**src/rtl/fifo_page_sched_if.sv**
```systemverilog
// Handshake bundle between the page scheduler and its surroundings: session
// control, FIFO enable/push/pop, downstream burst request and byte sink.
`timescale 1ns/1ps

interface fifo_page_sched_if #(
  parameter int RAM_SIZE  = 1024,
  parameter int PAGE_SIZE = 256
);
  localparam int LEN_W = $clog2(PAGE_SIZE + 1);
  localparam int LVL_W = $clog2(RAM_SIZE + 2);

  // session control
  logic             start_i;
  logic             stop_i;
  logic             abort_i;
  // buffer FIFO side
  logic             fifo_en_o;
  logic             fifo_push_i;
  logic             fifo_out_valid_i;
  logic             fifo_out_ready_o;
  // downstream burst handshake
  logic             burst_req_o;
  logic [LEN_W-1:0] burst_len_o;
  logic             burst_ack_i;
  // byte sink
  logic             sink_valid_o;
  logic             sink_ready_i;
  // status
  logic [LVL_W-1:0] level_o;
  logic             busy_o;
  logic             done_o;

  // scheduler side
  modport master (
    input  start_i, stop_i, abort_i, fifo_push_i, fifo_out_valid_i,
           burst_ack_i, sink_ready_i,
    output fifo_en_o, fifo_out_ready_o, burst_req_o, burst_len_o,
           sink_valid_o, level_o, busy_o, done_o
  );

  // environment side (FIFO, sink, session controller)
  modport slave (
    output start_i, stop_i, abort_i, fifo_push_i, fifo_out_valid_i,
           burst_ack_i, sink_ready_i,
    input  fifo_en_o, fifo_out_ready_o, burst_req_o, burst_len_o,
           sink_valid_o, level_o, busy_o, done_o
  );
endinterface

```
**src/rtl/fifo_page_sched.sv**
```systemverilog
// Page scheduler for a byte FIFO: tracks the buffered byte count, requests
// downstream bursts of up to one page, gates FIFO pops so that exactly the
// granted number of bytes leaves per burst, and flushes partial pages on
// stop or on an idle timeout.
`timescale 1ns/1ps

module fifo_page_sched #(
  parameter int RAM_SIZE       = 1024,
  parameter int PAGE_SIZE      = 256,
  parameter int TIMEOUT_CYCLES = 0
) (
  input  logic              clk_i,
  input  logic              rstn_i,
  fifo_page_sched_if.master bus
);

  localparam int LEN_W = $clog2(PAGE_SIZE + 1);
  localparam int LVL_W = $clog2(RAM_SIZE + 2);
  localparam int TO_W  = (TIMEOUT_CYCLES > 0) ? $clog2(TIMEOUT_CYCLES + 1) : 1;

  // level counts RAM bytes plus the FIFO output register
  localparam logic [LVL_W-1:0] LVL_MAX  = LVL_W'(RAM_SIZE + 1);
  localparam logic [LVL_W-1:0] LVL_ZERO = {LVL_W{1'b0}};
  localparam logic [LVL_W-1:0] LVL_ONE  = LVL_W'(1);
  localparam logic [LVL_W-1:0] PAGE_LVL = LVL_W'(PAGE_SIZE);
  localparam logic [LEN_W-1:0] PAGE_LEN = LEN_W'(PAGE_SIZE);
  localparam logic [LEN_W-1:0] LEN_ZERO = {LEN_W{1'b0}};
  localparam logic [LEN_W-1:0] LEN_ONE  = LEN_W'(1);
  localparam logic [TO_W-1:0]  TO_MAX   = TO_W'(TIMEOUT_CYCLES);
  localparam logic [TO_W-1:0]  TO_ZERO  = {TO_W{1'b0}};
  localparam logic [TO_W-1:0]  TO_ONE   = TO_W'(1);
  localparam logic             TO_EN    = (TIMEOUT_CYCLES != 0);

  typedef enum logic [2:0] {
    ST_IDLE  = 3'd0,
    ST_FILL  = 3'd1,
    ST_REQ   = 3'd2,
    ST_BURST = 3'd3,
    ST_DONE  = 3'd4
  } state_t;

  state_t           state_r,     state_s;
  logic [LVL_W-1:0] level_r,     level_s;
  logic [LEN_W-1:0] len_r,       len_s;
  logic [LEN_W-1:0] rem_r,       rem_s;
  logic [TO_W-1:0]  to_cnt_r,    to_cnt_s;
  logic             stop_pend_r, stop_pend_s;

  logic en_s;        // FIFO enabled in the current state
  logic en_next_s;   // FIFO enabled in the state being entered
  logic burst_act_s; // bytes still owed to the current burst
  logic push_s;      // write that actually lands in the FIFO
  logic pop_s;       // byte handed to the sink this cycle
  logic to_exp_s;    // idle timeout reached

  // ---------------------------------------------------------------------
  // Decodes of the current state and registers
  // ---------------------------------------------------------------------
  assign en_s        = (state_r == ST_FILL) || (state_r == ST_REQ) || (state_r == ST_BURST);
  assign en_next_s   = (state_s == ST_FILL) || (state_s == ST_REQ) || (state_s == ST_BURST);
  assign burst_act_s = (state_r == ST_BURST) && (rem_r != LEN_ZERO);
  assign push_s      = bus.fifo_push_i & en_s;
  assign pop_s       = burst_act_s & bus.fifo_out_valid_i & bus.sink_ready_i;
  assign to_exp_s    = TO_EN && (to_cnt_r == TO_MAX);

  // ---------------------------------------------------------------------
  // Outputs: decoded from state and registers; only the pop handshake
  // passes through combinationally, and only while a burst owes bytes
  // ---------------------------------------------------------------------
  assign bus.fifo_en_o        = en_s;
  assign bus.busy_o           = (state_r != ST_IDLE);
  assign bus.done_o           = (state_r == ST_DONE);
  assign bus.burst_req_o      = (state_r == ST_REQ);
  assign bus.burst_len_o      = (state_r == ST_REQ) ? len_r : LEN_ZERO;
  assign bus.sink_valid_o     = burst_act_s & bus.fifo_out_valid_i;
  assign bus.fifo_out_ready_o = burst_act_s & bus.sink_ready_i;
  assign bus.level_o          = level_r;

  // State register and datapath registers, cleared asynchronously
  always_ff @(posedge clk_i or negedge rstn_i) begin
    if (!rstn_i) begin
      state_r     <= ST_IDLE;
      level_r     <= LVL_ZERO;
      len_r       <= LEN_ZERO;
      rem_r       <= LEN_ZERO;
      to_cnt_r    <= TO_ZERO;
      stop_pend_r <= 1'b0;
    end else begin
      state_r     <= state_s;
      level_r     <= level_s;
      len_r       <= len_s;
      rem_r       <= rem_s;
      to_cnt_r    <= to_cnt_s;
      stop_pend_r <= stop_pend_s;
    end
  end

  // Next-state logic with burst length capture and remaining-byte count
  always_comb begin
    state_s = state_r;
    len_s   = len_r;
    rem_s   = rem_r;
    case (state_r)
      ST_IDLE: begin
        // stop and abort have no meaning before a session exists
        if (bus.start_i) begin
          state_s = ST_FILL;
        end else begin
          state_s = ST_IDLE;
        end
      end
      ST_FILL: begin
        if (bus.abort_i) begin
          state_s = ST_IDLE;
        end else if (level_r >= PAGE_LVL) begin
          state_s = ST_REQ;
          len_s   = PAGE_LEN;
        end else if (stop_pend_r && (level_r != LVL_ZERO)) begin
          // level is below one page here, so it fits the length field
          state_s = ST_REQ;
          len_s   = LEN_W'(level_r);
        end else if (stop_pend_r) begin
          state_s = ST_DONE;
        end else if (to_exp_s && (level_r != LVL_ZERO)) begin
          state_s = ST_REQ;
          len_s   = LEN_W'(level_r);
        end else begin
          state_s = ST_FILL;
        end
      end
      ST_REQ: begin
        if (bus.abort_i) begin
          state_s = ST_IDLE;
        end else if (bus.burst_ack_i) begin
          state_s = ST_BURST;
          rem_s   = len_r;
        end else begin
          state_s = ST_REQ;
        end
      end
      ST_BURST: begin
        if (bus.abort_i) begin
          state_s = ST_IDLE;
        end else if (pop_s) begin
          rem_s = rem_r - LEN_ONE;
          if (rem_r == LEN_ONE) begin
            state_s = ST_FILL;
          end else begin
            state_s = ST_BURST;
          end
        end else begin
          state_s = ST_BURST;
        end
      end
      ST_DONE: begin
        state_s = ST_IDLE;
      end
      default: begin
        // unreachable encodings fall back to a clean idle
        state_s = ST_IDLE;
      end
    endcase
    // nothing owed or requested once the session is gone
    if (state_s == ST_IDLE) begin
      len_s = LEN_ZERO;
      rem_s = LEN_ZERO;
    end else begin
      len_s = len_s;
      rem_s = rem_s;
    end
  end

  // Buffered byte count; held at zero whenever the FIFO is disabled
  always_comb begin
    level_s = level_r;
    if (!en_next_s) begin
      level_s = LVL_ZERO;
    end else if (push_s && !pop_s && (level_r != LVL_MAX)) begin
      level_s = level_r + LVL_ONE;
    end else if (!push_s && pop_s && (level_r != LVL_ZERO)) begin
      level_s = level_r - LVL_ONE;
    end else begin
      level_s = level_r;
    end
  end

  // Idle counter for partial-page flush; only runs while waiting in FILL
  always_comb begin
    to_cnt_s = to_cnt_r;
    if ((state_r != ST_FILL) || (state_s != ST_FILL) || push_s) begin
      to_cnt_s = TO_ZERO;
    end else if (to_cnt_r != TO_MAX) begin
      to_cnt_s = to_cnt_r + TO_ONE;
    end else begin
      to_cnt_s = to_cnt_r;
    end
  end

  // Remembered stop request; dropped when the session returns to idle
  always_comb begin
    stop_pend_s = stop_pend_r;
    if ((state_r != ST_IDLE) && (state_s == ST_IDLE)) begin
      stop_pend_s = 1'b0;
    end else if ((state_r != ST_IDLE) && bus.stop_i) begin
      stop_pend_s = 1'b1;
    end else begin
      stop_pend_s = stop_pend_r;
    end
  end

endmodule

```
**src/flat_wrapper.sv**
```systemverilog
// flat-port wrapper written by rule: the top's interface ports become plain ports
module fifo_page_sched_flat 
#(
  parameter int RAM_SIZE       = 1024,
  parameter int PAGE_SIZE      = 256,
  parameter int TIMEOUT_CYCLES = 0
)
  (clk_i, rstn_i, bus_start_i, bus_stop_i, bus_abort_i, bus_fifo_push_i, bus_fifo_out_valid_i, bus_burst_ack_i, bus_sink_ready_i, bus_fifo_en_o, bus_fifo_out_ready_o, bus_burst_req_o, bus_burst_len_o, bus_sink_valid_o, bus_level_o, bus_busy_o, bus_done_o);
  fifo_page_sched_if #(.RAM_SIZE(RAM_SIZE), .PAGE_SIZE(PAGE_SIZE)) bus_i ();
  input  logic clk_i;
  input  logic rstn_i;
  input wire logic [$bits(bus_i.start_i)-1:0] bus_start_i;
  input wire logic [$bits(bus_i.stop_i)-1:0] bus_stop_i;
  input wire logic [$bits(bus_i.abort_i)-1:0] bus_abort_i;
  input wire logic [$bits(bus_i.fifo_push_i)-1:0] bus_fifo_push_i;
  input wire logic [$bits(bus_i.fifo_out_valid_i)-1:0] bus_fifo_out_valid_i;
  input wire logic [$bits(bus_i.burst_ack_i)-1:0] bus_burst_ack_i;
  input wire logic [$bits(bus_i.sink_ready_i)-1:0] bus_sink_ready_i;
  output wire logic [$bits(bus_i.fifo_en_o)-1:0] bus_fifo_en_o;
  output wire logic [$bits(bus_i.fifo_out_ready_o)-1:0] bus_fifo_out_ready_o;
  output wire logic [$bits(bus_i.burst_req_o)-1:0] bus_burst_req_o;
  output wire logic [$bits(bus_i.burst_len_o)-1:0] bus_burst_len_o;
  output wire logic [$bits(bus_i.sink_valid_o)-1:0] bus_sink_valid_o;
  output wire logic [$bits(bus_i.level_o)-1:0] bus_level_o;
  output wire logic [$bits(bus_i.busy_o)-1:0] bus_busy_o;
  output wire logic [$bits(bus_i.done_o)-1:0] bus_done_o;
  assign bus_i.start_i = bus_start_i;
  assign bus_i.stop_i = bus_stop_i;
  assign bus_i.abort_i = bus_abort_i;
  assign bus_i.fifo_push_i = bus_fifo_push_i;
  assign bus_i.fifo_out_valid_i = bus_fifo_out_valid_i;
  assign bus_i.burst_ack_i = bus_burst_ack_i;
  assign bus_i.sink_ready_i = bus_sink_ready_i;
  assign bus_fifo_en_o = bus_i.fifo_en_o;
  assign bus_fifo_out_ready_o = bus_i.fifo_out_ready_o;
  assign bus_burst_req_o = bus_i.burst_req_o;
  assign bus_burst_len_o = bus_i.burst_len_o;
  assign bus_sink_valid_o = bus_i.sink_valid_o;
  assign bus_level_o = bus_i.level_o;
  assign bus_busy_o = bus_i.busy_o;
  assign bus_done_o = bus_i.done_o;
  fifo_page_sched #(.RAM_SIZE(RAM_SIZE), .PAGE_SIZE(PAGE_SIZE), .TIMEOUT_CYCLES(TIMEOUT_CYCLES)) u_core (.clk_i(clk_i), .rstn_i(rstn_i), .bus(bus_i));
endmodule
```
**config.mk**
```make
export PLATFORM = sky130hd
export DESIGN_NAME = fifo_page_sched_flat
export DESIGN_NICKNAME = d
export VERILOG_FILES = /design/src/rtl/fifo_page_sched_if.sv /design/src/rtl/fifo_page_sched.sv /design/src/flat_wrapper.sv
export SDC_FILE = /design/constraint.sdc
export NUM_CORES = 1
export LEC_CHECK = 0
export BUFFER_PORTS_ARGS = -buffer_cell sky130_fd_sc_hd__buf_2
export CORE_MARGIN = 2
export CORE_UTILIZATION = 50
export CTS_CLUSTER_SIZE = 12
export DETAILED_ROUTE_END_ITERATION = 8
export PLACE_DENSITY = 0.8
export SYNTH_ARGS = -nofsm -noshare
export SYNTH_HDL_FRONTEND = slang
export SYNTH_SLANG_ARGS = --single-unit
```
**constraint.sdc**
```tcl
create_clock -name clk_i -period 3.3 [get_ports clk_i]
set_input_delay 0.33 -clock clk_i [delete_from_list [all_inputs] [get_ports clk_i]]
set_output_delay 0.33 -clock clk_i [all_outputs]
set_load 0.01 [all_outputs]
```
### Word level (Yosys, flattened, before mapping)

Cells that the tools add are included.

* register bits after elaboration: 33
* bits of input ports: 9

* $add $sub $neg: 3
* $lt $le $gt $ge: 1
* equality and inequality tests: 15
* mux-type cells: 28
* bitwise logic cells: 4
* reductions and logical operators: 25

Operators with widths (count)
* two-way mux 9 bit: 11
* two-way mux 11 bit: 3
* two-way mux 3 bit: 6
* case mux 9 bit (2 select lines): 1
* equality test 3 x 2 -> 1 bit (second input constant): 4
* case mux 3 bit (4 select lines): 1
* adder 11 x 1 -> 11 bit (second input constant): 1
* >= comparator 11 x 9 -> 1 bit (second input constant): 1
* inequality test 11 bit (second input constant): 1
* nonzero test 11 bit: 1
* subtractor 11 x 1 -> 11 bit (second input constant): 1
* equality test 9 x 1 -> 1 bit (second input constant): 1
* inequality test 3 x 2 -> 1 bit (second input constant): 3
* nonzero test 3 bit: 3
* nonzero test 9 bit: 1
* subtractor 9 x 1 -> 9 bit (second input constant): 1
* logical AND 1 bit: 8
* equality test 3 x 1 -> 1 bit (second input constant): 2
* logical NOT 3 bit: 2
* inequality test 3 bit (second input constant): 2
* AND reduction 5 bit: 1
* AND 1 bit: 4
* logical OR 1 bit: 4
* two-way mux 1 bit: 4
* 6 further kinds: 9

### Depth between registers and ports, before layout

Gate-level depths: netlist of the first run.

* depth after elaboration: 11
* mapped depth: 13

### Worst setup path after synthesis of the first run

Ideal clock, no wire load.

* path type: register to register
* start point: register u_core.rem_r[0]
* end point: register u_core.level_r[9], in the netlist u_core.bus.level_o[9]
* library setup time: 0.077 ns
* arrival time: 2.958 ns
* required time: 3.223 ns
* setup slack: 0.264 ns
* cell stages (with the launch flop): 13
* buffers on the path: 0
* path through: dfrtp_1 inv_1 ha_1 nor3b_1 a31o_1 o2111ai_2 ha_1 a21o_1 a21oi_2 o31ai_1 or4_1 a31o_2 a21oi_1

* cells in the longest elaborated chain, start to end: 11
* elaborated cells on any way between the ends: 22
* those cells by class: eq/ne (5); mux (6); bitwise (2); reduce/logical (9)

Ends and longest elaborated chain
* start, declared: RTL line fifo_page_sched.sv:45 `logic [LEN_W-1:0] rem_r, rem_s;`
* start signal, assigned: RTL line fifo_page_sched.sv:92 `rem_r <= rem_s;`
* nonzero test 9 bit: RTL line fifo_page_sched.sv:61 `assign burst_act_s = (state_r == ST_BURST) && (rem_r != LEN_ZERO);`
* logical AND 1 bit: RTL line fifo_page_sched.sv:61
* AND 1 bit (2 in a row): RTL line fifo_page_sched.sv:63 `assign pop_s = burst_act_s & bus.fifo_out_valid_i & bus.sink_ready_i;`
* two-way mux 2 bit: RTL line fifo_page_sched.sv:144 `end else if (pop_s) begin`
* two-way mux 3 bit: RTL line fifo_page_sched.sv:142 `if (bus.abort_i) begin`
* case mux 3 bit (4 select lines): RTL line fifo_page_sched.sv:103 `case (state_r)`
* equality test 3 x 1 -> 1 bit / equality test 3 x 2 -> 1 bit (equally long branches): RTL line fifo_page_sched.sv:60 `assign en_next_s = (state_s == ST_FILL) || (state_s == ST_REQ) || (state_s == ST_BURST);`
* logical OR 1 bit (2 in a row): RTL line fifo_page_sched.sv:60
* inequality test 3 bit (no line) / two-way mux 11 bit (equally long branches)
* end signal, assigned: RTL line fifo_page_sched.sv:90 `level_r <= level_s;`
* end, declared: RTL line fifo_page_sched.sv:43 `logic [LVL_W-1:0] level_r, level_s;`

Several ways; a longest one is shown, not always the timed one.
A chain may end at the register's enable or synchronous reset.

### Worst setup path after layout of the first run

* start point: register u_core.rem_r[1]
* end point: register u_core.level_r[9], in the netlist u_core.bus.level_o[9]

Same word-level chain as after synthesis.

==> flow_results.org, run 1 <==
** STA
- In the final timing run, aggregate negative setup slack is 0 ns.
- Setup violations remaining at the end of the flow were counted as 0.
- Across the routed clock network, the largest skew measured is 0.006752 ns.
- Period Utilization, post-route :: 95.10%
- Post-layout minimum cycle time :: 3.138 ns
- Setup repair after global routing missed its margin :: no
- Measured slew at the worst slew-check pin :: 0.7422 ns
- Based on the critical path, the design can be clocked at up to 318.6 MHz.
- Smallest hold slack :: 0.09398 ns
- In this run the tightest slew margin relative to its limit is 50.52%.
- The final hold violation count came to 0.
- In the post-route analysis, the smallest setup slack over all paths is 0.1616 ns.
- The final count of pins violating max slew came to 0.

** Finish
- Post-layout utilization of the core :: 59.44%
- The net count of the finished layout is 343.
- Summing all flip-flop and latch instances after layout gives 825.8 um^2.
- Cells with a size suffix above 1 make up 22.98% of the layout.
- Number of antenna diodes :: 0
- Area occupied by multi-input gates :: 0.001471 mm^2
- Synthesis-to-finish area growth :: 16.10%
- Fill cell total of the finished layout :: 415

** Yosys
- Summing the areas of all compound-gate instances in the mapped netlist gives 21.55% of the synthesized area.
- Area share of the leading cell type in the synthesized netlist :: 34.61%
- #FFs+latches synth :: 33
- Of all cell types, the one taking the most synthesized area is sky130_fd_sc_hd__dfrtp_1.
- After Yosys synthesis, full adders, half adders and majority gates account for 7.132% of the synthesized area.
- Xor and xnor fraction of the mapped netlist area :: 2.202%
- Number of warnings issued by yosys :: 0
- Summing the areas of all and, or, nand and nor instances in the mapped netlist gives 29.00% of the synthesized area.
- By instance count, the leading cell after synthesis is sky130_fd_sc_hd__nand2_1.
- The number of nets in the synthesized netlist is 304.
- Post-Syn Area per Cell :: 8.461 um^2
- Synthesis produced 282 cells.
- Post-synthesis sequential area ratio :: 34.61%
- Synth Flop Type :: sky130_fd_sc_hd__dfrtp_1
- Number of distinct library cells after synthesis :: 56
- Combinational family with the most area after synthesis :: simple AND/OR/NAND/NOR gates
- In the synthesized netlist the async set-or-reset flop fraction comes to 100.0%.
- Post-Syn Area :: 0.002386 mm^2
- Synth area leaders :: sky130_fd_sc_hd__dfrtp_1, sky130_fd_sc_hd__a21oi_1, sky130_fd_sc_hd__nand2_1
- Sorting the synthesized cells by how often they occur yields sky130_fd_sc_hd__nand2_1, sky130_fd_sc_hd__a21oi_1, sky130_fd_sc_hd__dfrtp_1.
- Share of synthesized area spent on multiplexers :: 0%
- In this run, synthesis inferred 0 flip-flops with an integrated enable.

** Global route
- Overall overflow remaining after global route :: 0
- Pin count of the biggest net entering global routing :: 34
- First-pass GRT wire length :: 9591 um
- The number of antenna violations at the first check in global routing came to 0.
- Number of global-route vias before repair :: 2,058
- GRT Overall Usage :: 23.17%

** Clock tree
- Buffers from clock root to sink, at most :: 2
- Clock-pin slew of the registers on the worst-case setup and hold paths :: 0.07 ns
- Clock root buffer master :: sky130_fd_sc_hd__clkbuf_8
- The clock reaches the later pin of the worst-skew pair after 0.29 ns.
- Buffers inserted during clock tree synthesis total 5.
- The tree built by TritonCTS fans out to 33 sinks.
- TritonCTS built the clock tree.
- H-Tree Level Count :: 2

** Worst setup path
- Type of element capturing the critical path :: flop
- The most critical setup path has its startpoint at u_core.rem_r[1].
- Critical Setup Path Class :: reg2reg
- Along the worst path, the maximum fanout reaches 5.
- In this run the critical register-to-register path is captured at u_core.bus.level_o[9].
- The worst register-to-register path begins at u_core.rem_r[1].
- WP data required :: 3.52 ns
- Crit path capture :: u_core.bus.level_o[9]
- For the worst flop-to-flop path, the logic depth is 12.
- Register-to-register path setup slack :: 0.16 ns
- Data on the critical path arrives at its endpoint at 3.36 ns.
- Setup crit start kind :: flop

** Route
- In this run, the number of DRC markers left after iteration 0 of detailed routing was 103.
- Detailed-route DRC error count :: 0
- Vias per cell :: 5.920
- In the final routed layout, each cell accounts on average for 15.29 um.
- Total via count in the routed design :: 2,226
- The first detailed-routing pass ran for 4 iterations.
- For this block, the routed nets add up to 5749 um of wire.
- The count of nets left with antenna violations once routing finished came out at 0.

** Place
- Global placement routability congestion :: 0.8580
- At the placement stage, the worst setup path has a slack of -0.03023 ns.
- Buffers placed on the I/O ports in this run total 34.
- Detailed placement ended at an HPWL of 4100 um.

** Outcome
- The run finished with clean final reports.

** Floorplanning
- Die Width :: 73.08 um
- Die height :: 73.08 um
- Die area :: 0.005341 mm^2
- Area of the core :: 0.004661 mm^2
- Row generation in the floorplan step produced 25 rows.
- 35 I/O pins were placed.
- Once the floorplan was initialized, standard cells occupied 51.19% of the core.

** Min path
- Min-delay worst type :: in2async

** Power
- Across the VDD grid, the largest voltage drop is 0.6190 mV.
- Overall power consumption after layout is estimated at 0.002616 W.
- Power spread over the standard cell area amounts to 944.5 mW/mm^2.
- For this design the static power due to leakage is 1.300 nW.

** Flow run
- Max-capacitance violation count :: 0
final cells by class:
class / instances / share of cell area, %
Multi-Input combinational cell: 230 / 53.12
Clock buffer: 5 / 2.484
Sequential cell: 33 / 29.81
Inverter: 7 / 0.9485
Tap cell: 54 / 2.439
Timing Repair Buffer: 44 / 8.853
Clock inverter: 3 / 2.349
timing repair:
item / CTS / global route
pin swaps: 0 / 1
resized for setup: 1 / 4
setup endpoints to repair: 2 / 2
gates cloned: 0 / 1
setup buffers: 0 / 1
hold buffers: 0 / 0
flip-flops by register name, summed over array words and instances (netlist names):
name	count
u_core.stop_pend_r	1
u_core.bus.level_o	11
u_core.state_r	3
u_core.rem_r	9
u_core.len_r	9
how the worst min path moves through the flow:
stage / startpoint / end / slack (ns) / cells past startpoint
2_1_floorplan: rstn_i / u_core.bus.level_o[0] / 0.03 / 0
3_3_place_gp: rstn_i / u_core.rem_r[2] / 0.44 / 1
3_5_place_dp: rstn_i / u_core.rem_r[2] / 0.44 / 1
4_1_cts: rstn_i / u_core.rem_r[2] / 0.13 / 1
5_1_grt: rstn_i / u_core.rem_r[4] / 0.16 / 1
6_report: rstn_i / u_core.rem_r[6] / 0.09 / 1
power breakdown:
part	switching [W]	leakage [nW]	internal, W
clock	0.000158	0.0681	0.000300
sequential	0.000112	0.453	0.000487
combinational	0.000928	0.779	0.000631
metrics by stage:
stage	cell area (um^2)	cells
after floorplan	2386	282
after global placement	2586	366
after detailed placement	2586	366
after CTS	2731	374
after global routing	2770	376
final	2770	376
cells in the final DEF, fill, tap and decap left out, types with 2 or more instances in the layout:
cell type / instances
sky130_fd_sc_hd__a211oi_2: 2
sky130_fd_sc_hd__a21o_1: 6
sky130_fd_sc_hd__a21oi_1: 36
sky130_fd_sc_hd__a21oi_2: 2
sky130_fd_sc_hd__a22oi_1: 2
sky130_fd_sc_hd__a31o_2: 3
sky130_fd_sc_hd__a31oi_1: 3
sky130_fd_sc_hd__and2_1: 13
sky130_fd_sc_hd__and3_1: 4
sky130_fd_sc_hd__buf_2: 34
sky130_fd_sc_hd__buf_4: 10
sky130_fd_sc_hd__bufinv_16: 2
sky130_fd_sc_hd__clkbuf_8: 5
sky130_fd_sc_hd__dfrtp_1: 33
sky130_fd_sc_hd__ha_1: 12
sky130_fd_sc_hd__inv_1: 6
sky130_fd_sc_hd__nand2_1: 42
sky130_fd_sc_hd__nand2b_1: 2
sky130_fd_sc_hd__nand3_1: 13
sky130_fd_sc_hd__nand3b_1: 2
sky130_fd_sc_hd__nand4_1: 4
sky130_fd_sc_hd__nor2_1: 24
sky130_fd_sc_hd__nor2_2: 2
sky130_fd_sc_hd__nor3_1: 3
sky130_fd_sc_hd__nor3b_1: 3
sky130_fd_sc_hd__o211ai_1: 2
sky130_fd_sc_hd__o21ai_0: 14
sky130_fd_sc_hd__or4_1: 3
sky130_fd_sc_hd__xnor2_1: 3
sky130_fd_sc_hd__xor2_1: 3
worst max-delay path: stages, from the launching register on:
cell and delay [ns]:
sky130_fd_sc_hd__dfrtp_1 0.40, sky130_fd_sc_hd__inv_1 0.10, sky130_fd_sc_hd__ha_1 0.20, sky130_fd_sc_hd__nor3b_2 0.24, sky130_fd_sc_hd__a31o_2 0.26, sky130_fd_sc_hd__o2111ai_4 0.20
sky130_fd_sc_hd__ha_1 0.40, sky130_fd_sc_hd__a21oi_1 0.25, sky130_fd_sc_hd__o21a_1 0.15, sky130_fd_sc_hd__o31ai_1 0.08, sky130_fd_sc_hd__or4_1 0.41, sky130_fd_sc_hd__a31o_2 0.24
sky130_fd_sc_hd__a21oi_1 0.12
logic make-up after synthesis:
family                   after synthesis
buffers and inverters                 20
AND/OR/NAND/NOR                      130
AO/OA/AOI/OAI                         80
adder cells (fa/ha/maj)               13
flip-flops                            33
XOR/XNOR                               6
layer usage:
metal	GRT usage, %	share of wire (%)	up-vias
met5	0	0	-
met3	5.525	6.0	11
met2	40.94	51	72
met1	28.29	42	1048
met4	5.556	1.2	0
li1	-	-	1095
Note: power is estimated with default switching activity, not from simulation.
==> run 2, diff against run 1 <==
--- a/config.mk
+++ b/config.mk
@@ -11,6 +11,7 @@
 export CTS_CLUSTER_SIZE = 12
 export DETAILED_ROUTE_END_ITERATION = 8
 export PLACE_DENSITY = 0.8
+export REMOVE_ABC_BUFFERS = 1
 export SYNTH_ARGS = -nofsm -noshare
 export SYNTH_HDL_FRONTEND = slang
 export SYNTH_SLANG_ARGS = --single-unit
==> flow_results.org, run 2 (synthesized netlist as in run 1, its figures left out) <==
** Route
- Number of nets with antenna violations after detailed routing :: 0
- Detailed-route DRC error count :: 0
- For this block, the initial DRC count from the detailed router was 142.
- Drt first pass iters :: 4
- Summed over all layers, the routed wires come to 5839 um.
- In the final routed layout, each cell accounts on average for 15.53 um.
- Total via count in the routed design :: 2,178
- Vias per cell :: 5.793

** Global route
- Number of antenna violations at the first check in global routing :: 0
- Global routing used 23.58% of the available tracks across all layers.
- Pin count of the biggest net entering global routing :: 34
- First-pass GRT wire length :: 9963 um
- The via count of the first global-routing pass came to 2,177.
- After global routing the overflow that remains totals 0.

** Finish
- Most common library cell in the layout ignoring fill and taps :: sky130_fd_sc_hd__nand2_1
- Post-route cell area :: 0.002774 mm^2
- Measured on the finished design, the core utilization comes to 59.52%.
- Most frequent cells in the layout :: sky130_fd_sc_hd__nand2_1, sky130_fd_sc_hd__a21oi_1, sky130_fd_sc_hd__buf_2, sky130_fd_sc_hd__dfrtp_1, sky130_fd_sc_hd__nor2_1
- Synthesis-to-finish area growth :: 16.26%
- The filler cells instantiated in the layout total 415.
- Fraction of final layout cells with drive strength greater than 1 :: 22.36%
- The register with the most flip-flops in the layout has 11 of them.
- Final-stage net count :: 343
- Number of antenna diodes :: 0

** Min path
- Min-delay worst type :: in2async

** Place
- HPWL after DPL :: 4177 um
- Number of input and output port buffers inserted :: 34
- Routability-driven placement finished with a final weighted congestion of 0.9164.
- The placed instances occupy a cell area of 0.002594 mm^2.

** Clock tree
- Number of sinks on the clock net :: 33
- Clock tree from TritonCTS :: yes
- Clock-pin slew of the registers on the worst-case setup and hold paths :: 0.07 ns
- H-Tree Level Count :: 2
- Number of buffers created by CTS :: 5
- Clock latency on the worst-skew pair, taken at its later pin, is 0.29 ns.
- Total of hold buffers inserted after clock tree synthesis :: 0
- Buffers from clock root to sink, at most :: 2
- Postcts setup bufs :: 0
- Clock root buffer master :: sky130_fd_sc_hd__clkbuf_8

** STA
- In the finished design, the share of the clock period the worst path needs comes to 95.38%.
- Timing would allow up to 317.7 MHz.
- Final hold violations :: 0
- In this run the tightest slew margin relative to its limit is 50.91%.
- The final count of pins violating max slew came to 0.
- After layout, the minimum clock period comes to 3.147 ns.
- Setup violation total in the final timing report :: 0
- Clock skew on the completed layout was measured at 0.006329 ns.
- Hold is met by 0.09569 ns.
- Measured slew at the worst slew-check pin :: 0.7364 ns

** Floorplanning
- Die Width :: 73.08 um
- Once the floorplan was initialized, standard cells occupied 51.19% of the core.
- The die covers 0.005341 mm^2.
- The die is 73.08 um tall.
- Row count :: 25
- During I/O placement, the number of pins put on the boundary was 35.
- The total area inside the core boundary comes to 0.004661 mm^2.

** Worst setup path
- The worst setup path is launched from a flop.
- Type of element capturing the critical path :: flop
- In this run the register-to-register setup slack is 0.15 ns.
- STA puts the critical path data required time at 3.51 ns.
- Data arrives at the worst endpoint at 3.36 ns.
- The worst setup path is of the reg2reg kind.
- In this run the worst path has a maximum fanout of 5.

** Outcome
- Result of the run :: completed

** Power
- Cell leakage power :: 1.303 nW
- Power per unit of standard cell area :: 929.0 mW/mm^2
- The completed layout was analyzed and its total power is 0.002577 W.
- VDD sags by at most 0.6332 mV.

** Flow run
- The tool flagged a number of max-cap violations equal to 0.
==> run 2: cell counts in the layout (fill, tap and decap cells not counted) <==
No cell type changed its count.
==> run 2: path summary, 6_finish.rpt <==
path                            startpoint               endpoint  cells after the start
setup / recovery           u_core.rem_r[1]  u_core.bus.level_o[9]                     12
hold / removal                      rstn_i        u_core.rem_r[0]                      1
setup reg to reg           u_core.rem_r[1]  u_core.bus.level_o[9]                     12
hold reg to reg            u_core.len_r[0]        u_core.len_r[0]                      2
max in group asynchronous           rstn_i  u_core.bus.level_o[4]                      1
min in group clk_i              bus_stop_i     u_core.stop_pend_r                      3
==> run 2: metrics by stage <==
stage | setup WS (ns) | instances | TNS, ns
2_1_floorplan | 0.2639 | 269 | 0
3_3_place_gp | 0.07883 | 367 | 0
3_5_place_dp | -0.01201 | 367 | -0.01201
4_1_cts | 0.03945 | 375 | 0
5_1_grt | -0.02436 | 376 | -0.02436
6_report | 0.1526 | 376 | 0
==> run 2: cell type report <==
class / count / area [um^2] / area share [%]
inverter: 7 / 26.28 / 0.9472
sequential: 33 / 825.8 / 29.77
multi-input combinational: 230 / 1475 / 53.18
tap: 54 / 67.56 / 2.436
clock inverter: 3 / 65.06 / 2.346
clock buffer: 5 / 68.82 / 2.481
timing repair buffer: 44 / 245.2 / 8.841
==> run 2: critical path, cell delays in order, from the launching register on <==
cell and delay, ns:
sky130_fd_sc_hd__dfrtp_1 0.41, sky130_fd_sc_hd__inv_1 0.12, sky130_fd_sc_hd__ha_1 0.20, sky130_fd_sc_hd__nor3b_4 0.26
sky130_fd_sc_hd__a31o_4 0.22, sky130_fd_sc_hd__o2111ai_4 0.19, sky130_fd_sc_hd__ha_1 0.40, sky130_fd_sc_hd__a21oi_1 0.23
sky130_fd_sc_hd__o21a_1 0.14, sky130_fd_sc_hd__o31ai_1 0.10, sky130_fd_sc_hd__or4_1 0.42, sky130_fd_sc_hd__a31o_2 0.24
sky130_fd_sc_hd__a21oi_1 0.14
==> run 2: power breakdown <==
group	leakage, nW	total, W	switching, W	internal, W
registers	0.453	0.000602	0.000115	0.000487
logic	0.782	0.00152	0.000898	0.000620
clock network	0.0681	0.000457	0.000157	0.000300
total	1.30	0.00258	0.00117	0.00141
==> run 2: what timing repair did <==
item / CTS / global route
gates resized for setup: 1 / 3
pin swaps: 0 / 2
gates cloned: 0 / 1
endpoints found under the setup margin: 2 / 4
==> run 2: layer usage <==
metal / share of wire (%) / GRT usage [%] / up-vias
met1: 46 / 30.40 / 1029
met2: 49 / 40.44 / 52
met3: 4.0 / 3.591 / 5
met4: 0.82 / 7.407 / 0
li1: - / - / 1092
met5: 0 / 0 / -
